$ cat src/rtl/atm_session_pkg.sv
// Shared types and constants for the ATM session controller.
// Op codes, status/state enums and the latched request record.
package atm_session_pkg;

    localparam logic [2:0] OP_BALANCE     = 3'd3;
    localparam logic [2:0] OP_WITHDRAW    = 3'd4;
    localparam logic [2:0] OP_DEPOSIT     = 3'd5;
    localparam logic [2:0] OP_CHANGE_PIN  = 3'd6;
    localparam logic [2:0] ATM_IDLE_STATE = 3'd7;

    localparam int FAIL_CNT_W = 2;

    typedef enum logic [1:0] {
        ST_OK     = 2'd0,
        ST_FAIL   = 2'd1,
        ST_LOCKED = 2'd2,
        ST_BAD_OP = 2'd3
    } status_e;

    typedef enum logic [2:0] {
        S_IDLE,
        S_CHECK,
        S_ISSUE,
        S_RECOVER,
        S_RESP
    } state_e;

    typedef struct packed {
        logic [2:0]  op;
        logic [3:0]  acc;
        logic [15:0] pin;
        logic [15:0] new_pin;
        logic [31:0] amount;
        logic        language;
    } req_t;

    function automatic logic op_supported(
        input logic [2:0] op
    );
        return (op >= OP_BALANCE) &&
               (op <= OP_CHANGE_PIN);
    endfunction

endpackage

$ cat src/rtl/atm_session_ctrl_lock_table.sv
// Per-account fail counters and lock bits.
// Ports: lookup (acc -> locked, comb), update (valid/acc/pass), unlock.
module atm_lock_table
    import atm_session_pkg::*;
#(
    parameter int NUM_ACCOUNTS = 16,
    parameter int MAX_FAILS    = 3
) (
    input  logic       clk,
    input  logic       rst,
    input  logic [3:0] lookup_acc,
    output logic       lookup_locked,
    input  logic       upd_valid,
    input  logic [3:0] upd_acc,
    input  logic       upd_pass,
    input  logic       unlock_valid,
    input  logic [3:0] unlock_acc
);

    localparam logic [FAIL_CNT_W-1:0] MAX_CNT =
        FAIL_CNT_W'(MAX_FAILS);
    localparam logic [FAIL_CNT_W-1:0] LOCK_AT =
        FAIL_CNT_W'(MAX_FAILS - 1);

    logic [FAIL_CNT_W-1:0]   cnt_q [NUM_ACCOUNTS];
    logic [NUM_ACCOUNTS-1:0] lock_q;

    assign lookup_locked = lock_q[lookup_acc];

    always_ff @(posedge clk) begin
        if (rst) begin
            for (int i = 0; i < NUM_ACCOUNTS; i++) begin
                cnt_q[i] <= '0;
            end
            lock_q <= '0;
        end else begin
            if (upd_valid) begin
                if (upd_pass) begin
                    cnt_q[upd_acc] <= '0;
                end else if (cnt_q[upd_acc] >= LOCK_AT) begin
                    cnt_q[upd_acc]  <= MAX_CNT;
                    lock_q[upd_acc] <= 1'b1;
                end else begin
                    cnt_q[upd_acc] <= cnt_q[upd_acc] + 1'b1;
                end
            end
            // Placed last so an unlock overrides a same-edge update.
            if (unlock_valid) begin
                cnt_q[unlock_acc]  <= '0;
                lock_q[unlock_acc] <= 1'b0;
            end
        end
    end

endmodule

$ cat src/rtl/atm_session_ctrl.sv
// Initiator-side session controller for the ATM core with lockout.
// Ports: req_* in (valid/ready), resp_* out (valid/ready), unlock_*,
// atm_* drive/capture toward the ATM core (atm_enable = core run).
module atm_session_ctrl
    import atm_session_pkg::*;
#(
    parameter int HOLD_CYCLES  = 4,
    parameter int NUM_ACCOUNTS = 16,
    parameter int MAX_FAILS    = 3
) (
    input  logic        clk,
    input  logic        rst,
    input  logic        req_valid,
    output logic        req_ready,
    input  logic [2:0]  req_op,
    input  logic [3:0]  req_acc_num,
    input  logic [15:0] req_pin,
    input  logic [15:0] req_new_pin,
    input  logic [31:0] req_amount,
    input  logic        req_language,
    output logic        resp_valid,
    input  logic        resp_ready,
    output logic [1:0]  resp_status,
    output logic [31:0] resp_balance,
    input  logic        unlock_valid,
    input  logic [3:0]  unlock_acc,
    output logic        atm_enable,
    output logic [2:0]  atm_operation,
    output logic [3:0]  atm_acc_num,
    output logic [15:0] atm_pin,
    output logic [15:0] atm_new_pin,
    output logic [31:0] atm_amount,
    output logic        atm_language,
    input  logic [31:0] atm_balance,
    input  logic        atm_success,
    input  logic [2:0]  atm_state
);

    localparam int CW = $clog2(HOLD_CYCLES + 1);
    localparam logic [CW-1:0] LAST = CW'(HOLD_CYCLES - 1);

    state_e      state;
    status_e     st_q;
    req_t        req_q;
    logic [CW-1:0] hold_q;
    logic        acc_locked;

    // Core state is not needed: the hold window alone frames a txn.
    logic unused_state;
    assign unused_state = ^atm_state;

    assign resp_status = st_q;

    atm_lock_table #(
        .NUM_ACCOUNTS(NUM_ACCOUNTS),
        .MAX_FAILS   (MAX_FAILS)
    ) u_lock (
        .clk          (clk),
        .rst          (rst),
        .lookup_acc   (req_q.acc),
        .lookup_locked(acc_locked),
        .upd_valid    (state == S_RECOVER),
        .upd_acc      (req_q.acc),
        .upd_pass     (st_q == ST_OK),
        .unlock_valid (unlock_valid),
        .unlock_acc   (unlock_acc)
    );

    always_ff @(posedge clk) begin
        if (rst) begin
            state         <= S_IDLE;
            st_q          <= ST_OK;
            req_q         <= '0;
            hold_q        <= '0;
            req_ready     <= 1'b0;
            resp_valid    <= 1'b0;
            resp_balance  <= '0;
            atm_enable    <= 1'b0;
            atm_operation <= '0;
            atm_acc_num   <= '0;
            atm_pin       <= '0;
            atm_new_pin   <= '0;
            atm_amount    <= '0;
            atm_language  <= 1'b0;
        end else begin
            unique case (state)
                S_IDLE: begin
                    req_ready <= 1'b1;
                    if (req_valid && req_ready) begin
                        req_q.op       <= req_op;
                        req_q.acc      <= req_acc_num;
                        req_q.pin      <= req_pin;
                        req_q.new_pin  <= req_new_pin;
                        req_q.amount   <= req_amount;
                        req_q.language <= req_language;
                        req_ready      <= 1'b0;
                        state          <= S_CHECK;
                    end
                end
                S_CHECK: begin
                    if (!op_supported(req_q.op)) begin
                        st_q         <= ST_BAD_OP;
                        resp_balance <= '0;
                        state        <= S_RESP;
                    end else if (acc_locked) begin
                        st_q         <= ST_LOCKED;
                        resp_balance <= '0;
                        state        <= S_RESP;
                    end else begin
                        atm_enable    <= 1'b1;
                        atm_operation <= req_q.op;
                        atm_acc_num   <= req_q.acc;
                        atm_pin       <= req_q.pin;
                        atm_new_pin   <= req_q.new_pin;
                        atm_amount    <= req_q.amount;
                        atm_language  <= req_q.language;
                        hold_q        <= '0;
                        state         <= S_ISSUE;
                    end
                end
                S_ISSUE: begin
                    if (hold_q == LAST) begin
                        resp_balance  <= atm_balance;
                        st_q          <= atm_success ?
                                         ST_OK : ST_FAIL;
                        atm_enable    <= 1'b0;
                        atm_operation <= '0;
                        atm_acc_num   <= '0;
                        atm_pin       <= '0;
                        atm_new_pin   <= '0;
                        atm_amount    <= '0;
                        atm_language  <= 1'b0;
                        state         <= S_RECOVER;
                    end else begin
                        hold_q <= hold_q + 1'b1;
                    end
                end
                S_RECOVER: begin
                    state <= S_RESP;
                end
                S_RESP: begin
                    resp_valid <= 1'b1;
                    if (resp_valid && resp_ready) begin
                        resp_valid <= 1'b0;
                        req_ready  <= 1'b1;
                        state      <= S_IDLE;
                    end
                end
                default: begin
                    state <= S_IDLE;
                end
            endcase
        end
    end

endmodule

$ cat config.mk
export PLATFORM = sky130hd
export DESIGN_NAME = atm_session_ctrl
export DESIGN_NICKNAME = d
export VERILOG_FILES = /design/src/rtl/atm_session_pkg.sv /design/src/rtl/atm_session_ctrl_lock_table.sv /design/src/rtl/atm_session_ctrl.sv
export SDC_FILE = /design/constraint.sdc
export NUM_CORES = 1
export LEC_CHECK = 0
export ABC_AREA = 0
export CAP_MARGIN = 15
export CORE_MARGIN = 4
export CORE_UTILIZATION = 53
export DETAILED_ROUTE_END_ITERATION = 6
export PLACE_DENSITY = 0.95
export SYNTH_ARGS = -nofsm -noshare
export SYNTH_HDL_FRONTEND = slang
export SYNTH_SLANG_ARGS = --single-unit
$ cat constraint.sdc
create_clock -name clk -period 4 [get_ports clk]
set_input_delay 0.4 -clock clk [delete_from_list [all_inputs] [get_ports clk]]
set_output_delay 0.4 -clock clk [all_outputs]
set_load 0.02 [all_outputs]
* Word level (Yosys, flattened, before mapping) *
Memory sizes are Yosys's and may differ from the RTL's. A register that Yosys moved wholly into a read port is not among the register bits.
Index checks and enable logic that the tools add are counted.

word-level totals
  logic and storage cells = 153
  RAM bits = 32
  bits of input ports = 117
  latch bits = 0
  register bits = 203
  memory bits (read-only) = 0
  output and inout port bits = 109
  memories kept = 1

memory list
  memory        words  width  read ports  clocked after Yosys merged registers in  wr ports  line                               text
  u_lock.cnt_q  16     2      1           1                                        16        atm_session_ctrl_lock_table.sv:25  logic [FAIL_CNT_W-1:0] cnt_q [NUM_ACCOUNTS];

cells by class
  magnitude comparators = 7
  multiplexer cells = 89
  reductions and logical operators = 17
  add/subtract/negate cells = 2
  bitwise operators = 5
  div/mod/pow operators = 0
  equality and inequality tests = 12
  multipliers = 0
  shift-type cells = 0

operators by type and width
  kind                                                                                  number
  32-bit two-way mux                                                                    6
  16-bit two-way mux                                                                    10
  32-bit one-hot mux with 2 select lines                                                2
  16-bit one-hot mux with 2 select lines                                                2
  1-bit two-way mux                                                                     33
  3-bit two-way mux                                                                     11
  4-bit two-way mux                                                                     7
  16-bit AND                                                                            1
  16-bit inverter                                                                       1
  16-bit OR                                                                             1
  3-bit one-hot mux with 5 select lines                                                 1
  2-bit two-way mux                                                                     7
  2-bit inequality test (second input constant)                                         6
  3-bit one-hot mux with 2 select lines                                                 2
  4-bit by 5-bit less-than comparator with 1-bit output (second input constant)         2
  3-bit by 2-bit equality test with 1-bit output (second input constant)                3
  1-bit demux with 4-bit select                                                         2
  4-bit by 1-bit greater-or-equal comparator with 1-bit output (second input constant)  2
  4-bit one-hot mux with 2 select lines                                                 1
  4-bit AND reduction                                                                   2
  1-bit one-hot mux with 2 select lines                                                 3
  3-bit AND reduction                                                                   2
  1-bit logical AND                                                                     5
  1-bit binary-select mux with 4-bit select                                             1
  other kinds (15)                                                                      19

* Longest topological paths before layout *
Gate-level depths: netlist of run 1.

  depth in word-level cells = 11
  depth in mapped cells = 10
  depth with buffers taken out = 7

* Hierarchy *
From an unflattened synthesis of run 1, not the netlist that was laid out.

second synthesis, totals
  cell total of the unflattened synthesis = 909
  area total of the unflattened synthesis = 8795.9 um^2

modules (own cells, without submodules)
  module            cells each  times used  sequential area each (um^2)  area each (um^2)
  atm_session_ctrl  624         1           3743.6                       6249.7
  atm_lock_table    285         1           960.9                        2546.2

* Worst setup path after synthesis of run 1 *
OpenSTA, ideal clock, no wires.

  kind = flip-flop to flip-flop
  start = register req_q[66] in the netlist's numbering
  end = register atm_acc_num[3]
  path slack = 1.856 ns
  cell stages (with the launch flop) = 8
  clock period less this slack = 2.144 ns
  path buffers = 2
  data required time = 3.877 ns
  arrival time = 2.021 ns
  library setup time = 0.123 ns
  cell sequence = dfxtp_1 > mux4_2 > nand3_1 > nand4_1 > or3_1 > clkbuf_1 > buf_6 > mux2_1

between the ends
  cells in the longest elaborated chain, start to end = 4

RTL lines
  element                                    line                               text
  from (decl)                                atm_session_ctrl.sv:44             req_t req_q;
  1-bit binary-select mux with 4-bit select  atm_session_ctrl_lock_table.sv:28  assign lookup_locked = lock_q[lookup_acc];
  1-bit two-way mux (not written as such)    atm_session_ctrl_lock_table.sv:28
  2-bit inequality test (no line)            n/a
  4-bit AND reduction (no line)              n/a
  to (signal assigned)                       atm_session_ctrl.sv:112            atm_acc_num <= req_q.acc;
  to (decl)                                  atm_session_ctrl.sv:29             output logic [3:0] atm_acc_num,

No other way between the ends. The select of a mux whose other input is x is not followed.
A chain may end at the register's enable or synchronous reset.

* Worst setup path after layout of run 1 *
  start = register req_q[67] in the netlist's numbering
  end = register atm_new_pin[1]

between the ends
  cells in the longest elaborated chain, start to end = 4

RTL lines
  element                                    line                               text
  1-bit binary-select mux with 4-bit select  atm_session_ctrl_lock_table.sv:28
  1-bit two-way mux (not written as such)    atm_session_ctrl_lock_table.sv:28
  2-bit inequality test (no line)            n/a
  4-bit AND reduction (no line)              n/a
  to (signal assigned)                       atm_session_ctrl.sv:114            atm_new_pin <= req_q.new_pin;
  to (decl)                                  atm_session_ctrl.sv:31             output logic [15:0] atm_new_pin,

No other way between the ends. The select of a mux whose other input is x is not followed.

==> results of run 1 <==
## where the power goes
group          switching, mW  total, mW  internal (mW)  leakage, nW
clock                  0.923       2.28           1.35        0.417
combinational          0.197      0.364          0.168         2.46
sequential            0.0413       2.47           2.43         1.93
total                   1.16       5.11           3.95         4.81
## how the worst max path moves through the flow
stage | from | endpoint | slack [ps]
after floorplan | req_q[66] | atm_acc_num[3] | 1860
after global placement | req_q[67] | atm_new_pin[4] | 1050
after detailed placement | req_q[67] | atm_amount[11] | 990
after CTS | req_q[67] | atm_amount[22] | 930
after global routing | req_q[67] | atm_amount[22] | 690
final | req_q[67] | atm_new_pin[1] | 900
## per-stage QoR
stage	instance area, um2	hold slack [ps]
final	12400	290
after global routing	12400	288
after CTS	12400	270
after detailed placement	11600	438
after global placement	11600	432
after floorplan	9310	422
## cells by family (layout without fill, tap and decap cells)
group | Yosys count | in the layout | synth area share [%]
fa+ha+maj | 2 | 2 | 0.269
flops | 239 | 239 | 51.4
mux | 86 | 86 | 10.6
compound gates | 209 | 209 | 14.4
buf+inv | 78 | 282 | 3.66
simple gates | 435 | 435 | 19.4
xor+xnor | 2 | 2 | 0.188
## layout make-up
class                   count  area, um2
fillers                  1250       4820
well taps                 225        282
inverters                   3       11.3
multi-input cells         734       4200
repair buffers            235       2320
flip-flops and latches    239       4780
clock buffers              35        742
clock inverters             9       81.3
## worst reg2reg max path: stages, from the launching register on
cell,delay [ps]
dfxtp_1,670
mux4_2,340
o22ai_1,100
a211oi_2,400
or3_4,900
buf_4,400
mux2i_1,220
## layout by cell type (no fill, tap or decap), types with 4 or more instances in the layout
master and n:
a32o_1 38, clkbuf_16 24, clkdlybuf4s50_1 221, o21ai_1 33, nor2b_1 9, nor3_1 12, clkinv_2 7, a21oi_1 101
a22o_1 6, and3_1 10, buf_4 14, nand2b_1 4, mux4_2 10, nand2_1 342, nor2_1 15, a21boi_0 10
dfxtp_1 239, clkbuf_8 10, nand3_1 17, mux2i_1 73
## registers in the layout (all words and copies together) (netlist names), named ones only
name	count
atm_acc_num	4
atm_language	1
atm_new_pin	16
resp_valid	1
req_q	72
hold_q	3
atm_operation	3
state	3
req_ready	1
u_lock.cnt_q	32
resp_status	2
atm_enable	1
atm_amount	32
resp_balance	32
atm_pin	16
u_lock.lock_q	16
## layer usage
layer / GRT usage [%] / routed length, um
met5: 0 / 0
met4: 9.74 / 984
met3: 8.43 / 2570
met2: 43.8 / 12700
met1: 29.3 / 9920
==> metrics.md, run 1 <==
| Metric | Value |
|---|---|
| Outcome | complete, no violations |
| Number of synthesized flops with an enable pin | 0 |
| P_leak | 4.81 nW |
| Final ANT Viol Nets | 0 |
| Starting Density | 54.0% |
| CP Data Required Time | between 4000 and 5000 ps |
| HP Start | rst |
| Seq/Total Area, Yosys | 51.4% |
| RSZ-0062 raised after global routing | no |
| Post-Syn Instances | between 1000 and 1500 |
| CP Launch Type | register |
| First-pass GRT wire length | 41700 um |
| Die area | slightly below 20000 um2 |
| Asr flop ratio synth | 0% |
| Worst R2R End | atm_new_pin[1] |
| # H-tree levels | 1 |
| Post-layout util | slightly above 70% |
| Final Setup Violations | 0 |
| Synthesis warning total | 0 |
| CP Buf/Inv Count | 1 |
| Mean Syn Cell Area | between 8 and 9 um2 |
| Yosys cell types | 50 |
| Core footprint | 17200 um2 |
| Pin count of the biggest net entering global routing | 79 |
| Num Clock Sinks | between 200 and 250 |
| Initial antenna violation count | 0 |
| Crit Path Class | reg2reg |
| CTS clk-pin slew, worst paths | 60 ps |
| Worst hold stages | 2 |
| Cells along the critical path | mux4_2 > o22ai_1 > a211oi_2 > or3_4 > buf_4 > mux2i_1 |
| # diodes | 0 |
| WHS Endpoint | req_q[71] |
| PwrDens | 411 nW/um2 |
| Die height | 141 um |
| Ports | 226 |
| #FFs+latches synth | 239 |
| Setup Total Neg Slack | 0 ps |
| Worst slack, placed | 986 ps |
| Worst Reg-to-Reg Cells | 6 |
| Yosys top cell area share | 51.4% |
| Synthesis-to-layout area growth | 33.5% |
| Final wirelength | roughly 26000 um |
| Tcrit/Tclk final | 77.5% |
| DRC Markers | 0 |
| Slowest stage cell, crit path | or3_4 |
| Number of CTS-inserted buffers | 24 |
| Worst path max stage delay | 900 ps |
| CP top delay family | simple AND/OR/NAND/NOR gates |
| Area contributors post-synth | dfxtp_1 51%, nand2_1 14%, mux2i_1 7.9% |
| Routability cong. | 0.961 |
| Syn nets | 1170 |
| Max cap viols | 0 |
| Worst setup margin | 898 ps |
| CP Data Arrival Time | 3540 ps |
| Max Clk Rate | 322 MHz |
| CTS tree | done |
| Drt pass-1 iters | 5 |
| Hold WC Path Type | in2reg |
| Synth cell count leaders | 343 x nand2_1, 239 x dfxtp_1, 101 x a21oi_1 |
| CTS max path bufs | 3 |
| RR Startpoint | req_q[67] |
| Vias in the first global route | 8400 |
| Total Routing Usage GR | 25.4% |
| Post-placement cell count | ~1400 |
| Chip width | 141 um |
| DR WL/cell | 17.7 um |
| Worst ir drop on vdd | approximately 0.44 mV |
| Total gr overflow | 0 |
| Share of layout cells above drive strength 1 | 6.22% |
| Vias | 8363 |
| Worst slew pin tran | about 1100 ps |
| Power Total | 5.11 mW |
| DP HPWL | 17400 um |
| Critical Path Stages | 6 |
| Slew Viols, Final | 0 |
| Nets | ~1400 |
| Leading register cell type out of synthesis | dfxtp_1 |
| Flop-to-flop setup slack | between 800 and 900 ps |
| Cell Area, Synth | 9310 um2 |
| Rows | 48 |
| Post-CTS Resized | 0 |
| Most frequent cell after synthesis | nand2_1 |
| Port-buffer cells | approximately 220 |
| Layout Cells excl Fill | about 1500 |
| Final min period | 3100 ps |
| Clock latency at the later pin of the worst-skew pair | 510 ps |
| Skew final | 11.6 ps |
| Relative slew slack | ~30% |
| CP max FO | 60 |
| Worst setup EP type | register |
| Vias per cell | 5.65 |
| Final hold violations | 0 |
| Post-CTS Hold Fix Bufs | 0 |
| DRT iter0 DRCs | 590 |
| Post-CTS Setup Inserts | 0 |
| Post-synth top area cell | dfxtp_1 |
| CTS Root Cell | clkbuf_16 |
Note: power is estimated with default switching activity, not from simulation.
==> run 2, diff against run 1 <==
CORE_UTILIZATION = 49   (was 53)
PLACE_DENSITY = 0.9   (was 0.95)
clock period = 3.2 ns   (was 4 ns; I/O delays follow)
==> metrics.md, run 2 (synthesis results as in run 1) <==
| Metric | Value |
|---|---|
| Most frequent cells in the layout | 342 x nand2_1, 239 x dfxtp_1, 221 x clkdlybuf4s50_1 |
| Worst ir drop on vdd | 0.429 mV (-3.4%) |
| Max cap viols | 0 (unchanged) |
| Clock network power share | 46.4% (+1.9 points) |
| Post-layout util | 67.3% (-4.8 points) |
| Final hold violations | 0 (unchanged) |
| DRT iter0 DRCs | 680 (+15%) |
| Tcrit/Tclk final | 86.5% (+8.9 points) |
| Clock latency at the later pin of the worst-skew pair | 530 ps (+20 ps) |
| Outcome | complete, no violations |
| CTS max path bufs | 3 (unchanged) |
| P_leak | 4.88 nW (+1.5%) |
| Die area | 21300 um2 (+7.7%) |
| Number of CTS-inserted buffers | 26 (+8.3%) |
| Crit Path Class | reg2reg |
| CP Data Arrival Time | 3160 ps (-380 ps) |
| Setup Total Neg Slack | 0 ps (unchanged) |
| Max Clk Rate | 361 MHz (+12%) |
| Net Switching | 1.50 mW (+29%) |
| Sw frac | 22.6% (-0.12 points) |
| Final Setup Violations | 0 (unchanged) |
| # diodes | 0 (unchanged) |
| DRC Markers | 0 (unchanged) |
| Combinational Power Share | 7.0% (about the same) |
| Slew Viols, Final | 0 (unchanged) |
| Hold WC Path Type | in2reg |
| Num Clock Sinks | 239 (unchanged) |
| PwrDens | 527 nW/um2 (+28%) |
| Initial antenna violation count | 2 (+2) |
| CP Data Required Time | 3600 ps (-840 ps) |
| Ports | 226 (unchanged) |
| Total gr overflow | 0 (unchanged) |
| Vias per cell | 5.59 (-1.0%) |
| RSZ-0062 raised after global routing | no |
| Chip width | 146 um (+3.8%) |
| Final ANT Viol Nets | 0 (unchanged) |
| Synthesis-to-layout area growth | 35.2% |
| Rows | 50 (+4.2%) |
| Final min period | 2770 ps (-334 ps) |
| Post-placement cell count | 1450 (+0.97%) |
| Post-CTS Resized | 0 (unchanged) |
| Post-CTS Hold Fix Bufs | 0 (unchanged) |
| Relative slew slack | 45.8% (+16 points) |
| CTS clk-pin slew, worst paths | 60 ps (about the same) |
| Internal power | 5.13 mW (+30%) |
| Most flop-heavy register | req_q |
| Worst setup EP type | register |
| Die height | 146 um (+3.8%) |
| CP max FO | 35 (-42%) |
| Total Routing Usage GR | 23.3% (-2.1 points) |
| Port-buffer cells | 222 (unchanged) |
| Nets | 1363 (+0.52%) |
| Starting Density | 49.7% (-4.2 points) |
| Post-CTS Setup Inserts | 0 (unchanged) |
| Share of layout cells above drive strength 1 | 6.65% (+0.44 points) |
| Reg power frac | 46.6% (-1.7 points) |
| DR WL/cell | 17.4 um (-1.7%) |
| CTS Root Cell | clkbuf_16 |
| Drt pass-1 iters | 5 (unchanged) |
| # H-tree levels | 1 (unchanged) |
| Vias in the first global route | 8242 (-1.9%) |
| Core footprint | 18700 um2 (+8.5%) |
| CTS tree | done |
| CP Launch Type | register |
| DP HPWL | 17700 um (+1.8%) |
| Layout Cells excl Fill | 1497 (+1.1%) |
| Commonest non-fill, non-tap cell in the layout | nand2_1 |
| First-pass GRT wire length | 41400 um (-0.66%) |
| Power Total | 6.63 mW (+30%) |
| Vias | 8372 (+0.11%) |
| Largest register FFs | 72 (unchanged) |
| Pin count of the biggest net entering global routing | 75 (-5.1%) |
| Worst slew pin tran | 813 ps (-245 ps) |
| Skew final | 17.1 ps (+5.50 ps) |
| Final wirelength | 26100 um (-0.60%) |
| Routability cong. | 0.947 (-1.5%) |
## run 2: area by class of cell
class,instances,area (um2)
Tap cell,234,293
Clock buffer,35,744
Sequential cell,239,4780
Fill cell,1431,6120
Inverter,3,11.3
Clock inverter,12,155
Multi-Input combinational cell,734,4200
Timing Repair Buffer,240,2390
## run 2: path summary, 6_finish.rpt
path	to	slack [ps]	depth (start not counted)	start
hold reg to reg	u_lock.cnt_q[11][1]	440	2	u_lock.cnt_q[11][1]
setup reg to reg	atm_amount[18]	430	6	req_q[66]
hold / removal	resp_status[1]	200	2	rst
setup / recovery	atm_amount[18]	430	6	req_q[66]
## run 2: routing by layer
layer | GRT usage [%] | vias up | routed length, um
li1 | - | 3992 | -
met1 | 27.6 | 3928 | 9880
met2 | 39.1 | 364 | 12400
met3 | 7.85 | 84 | 2670
met4 | 9.35 | 4 | 1080
met5 | 0 | - | 26
## run 2: power by group through the flow
stage,registers (mW),logic [mW],clock network [mW]
floorplan,3.13,0.242,0
global placement,3.15,0.452,0
detailed placement,3.15,0.460,0
CTS,3.08,0.465,3.12
global route,3.09,0.507,3.26
finish,3.09,0.466,3.08
## run 2: critical path, stage by stage, from the launching register on
cell,delay (ps)
dfxtp_1,610
mux4_2,570
nand3_1,100
nand4_1,180
or3_4,670
buf_4,330
mux2i_1,150
## run 2: stage by stage
step / instance area (um2) / setup slack, ps / hold slack, ps
floorplan: 9310 / 1060 / 422
global placement: 11700 / 488 / 432
detailed placement: 11700 / 450 / 438
CTS: 12600 / 419 / 174
global route: 12600 / 278 / 225
finish: 12600 / 433 / 199
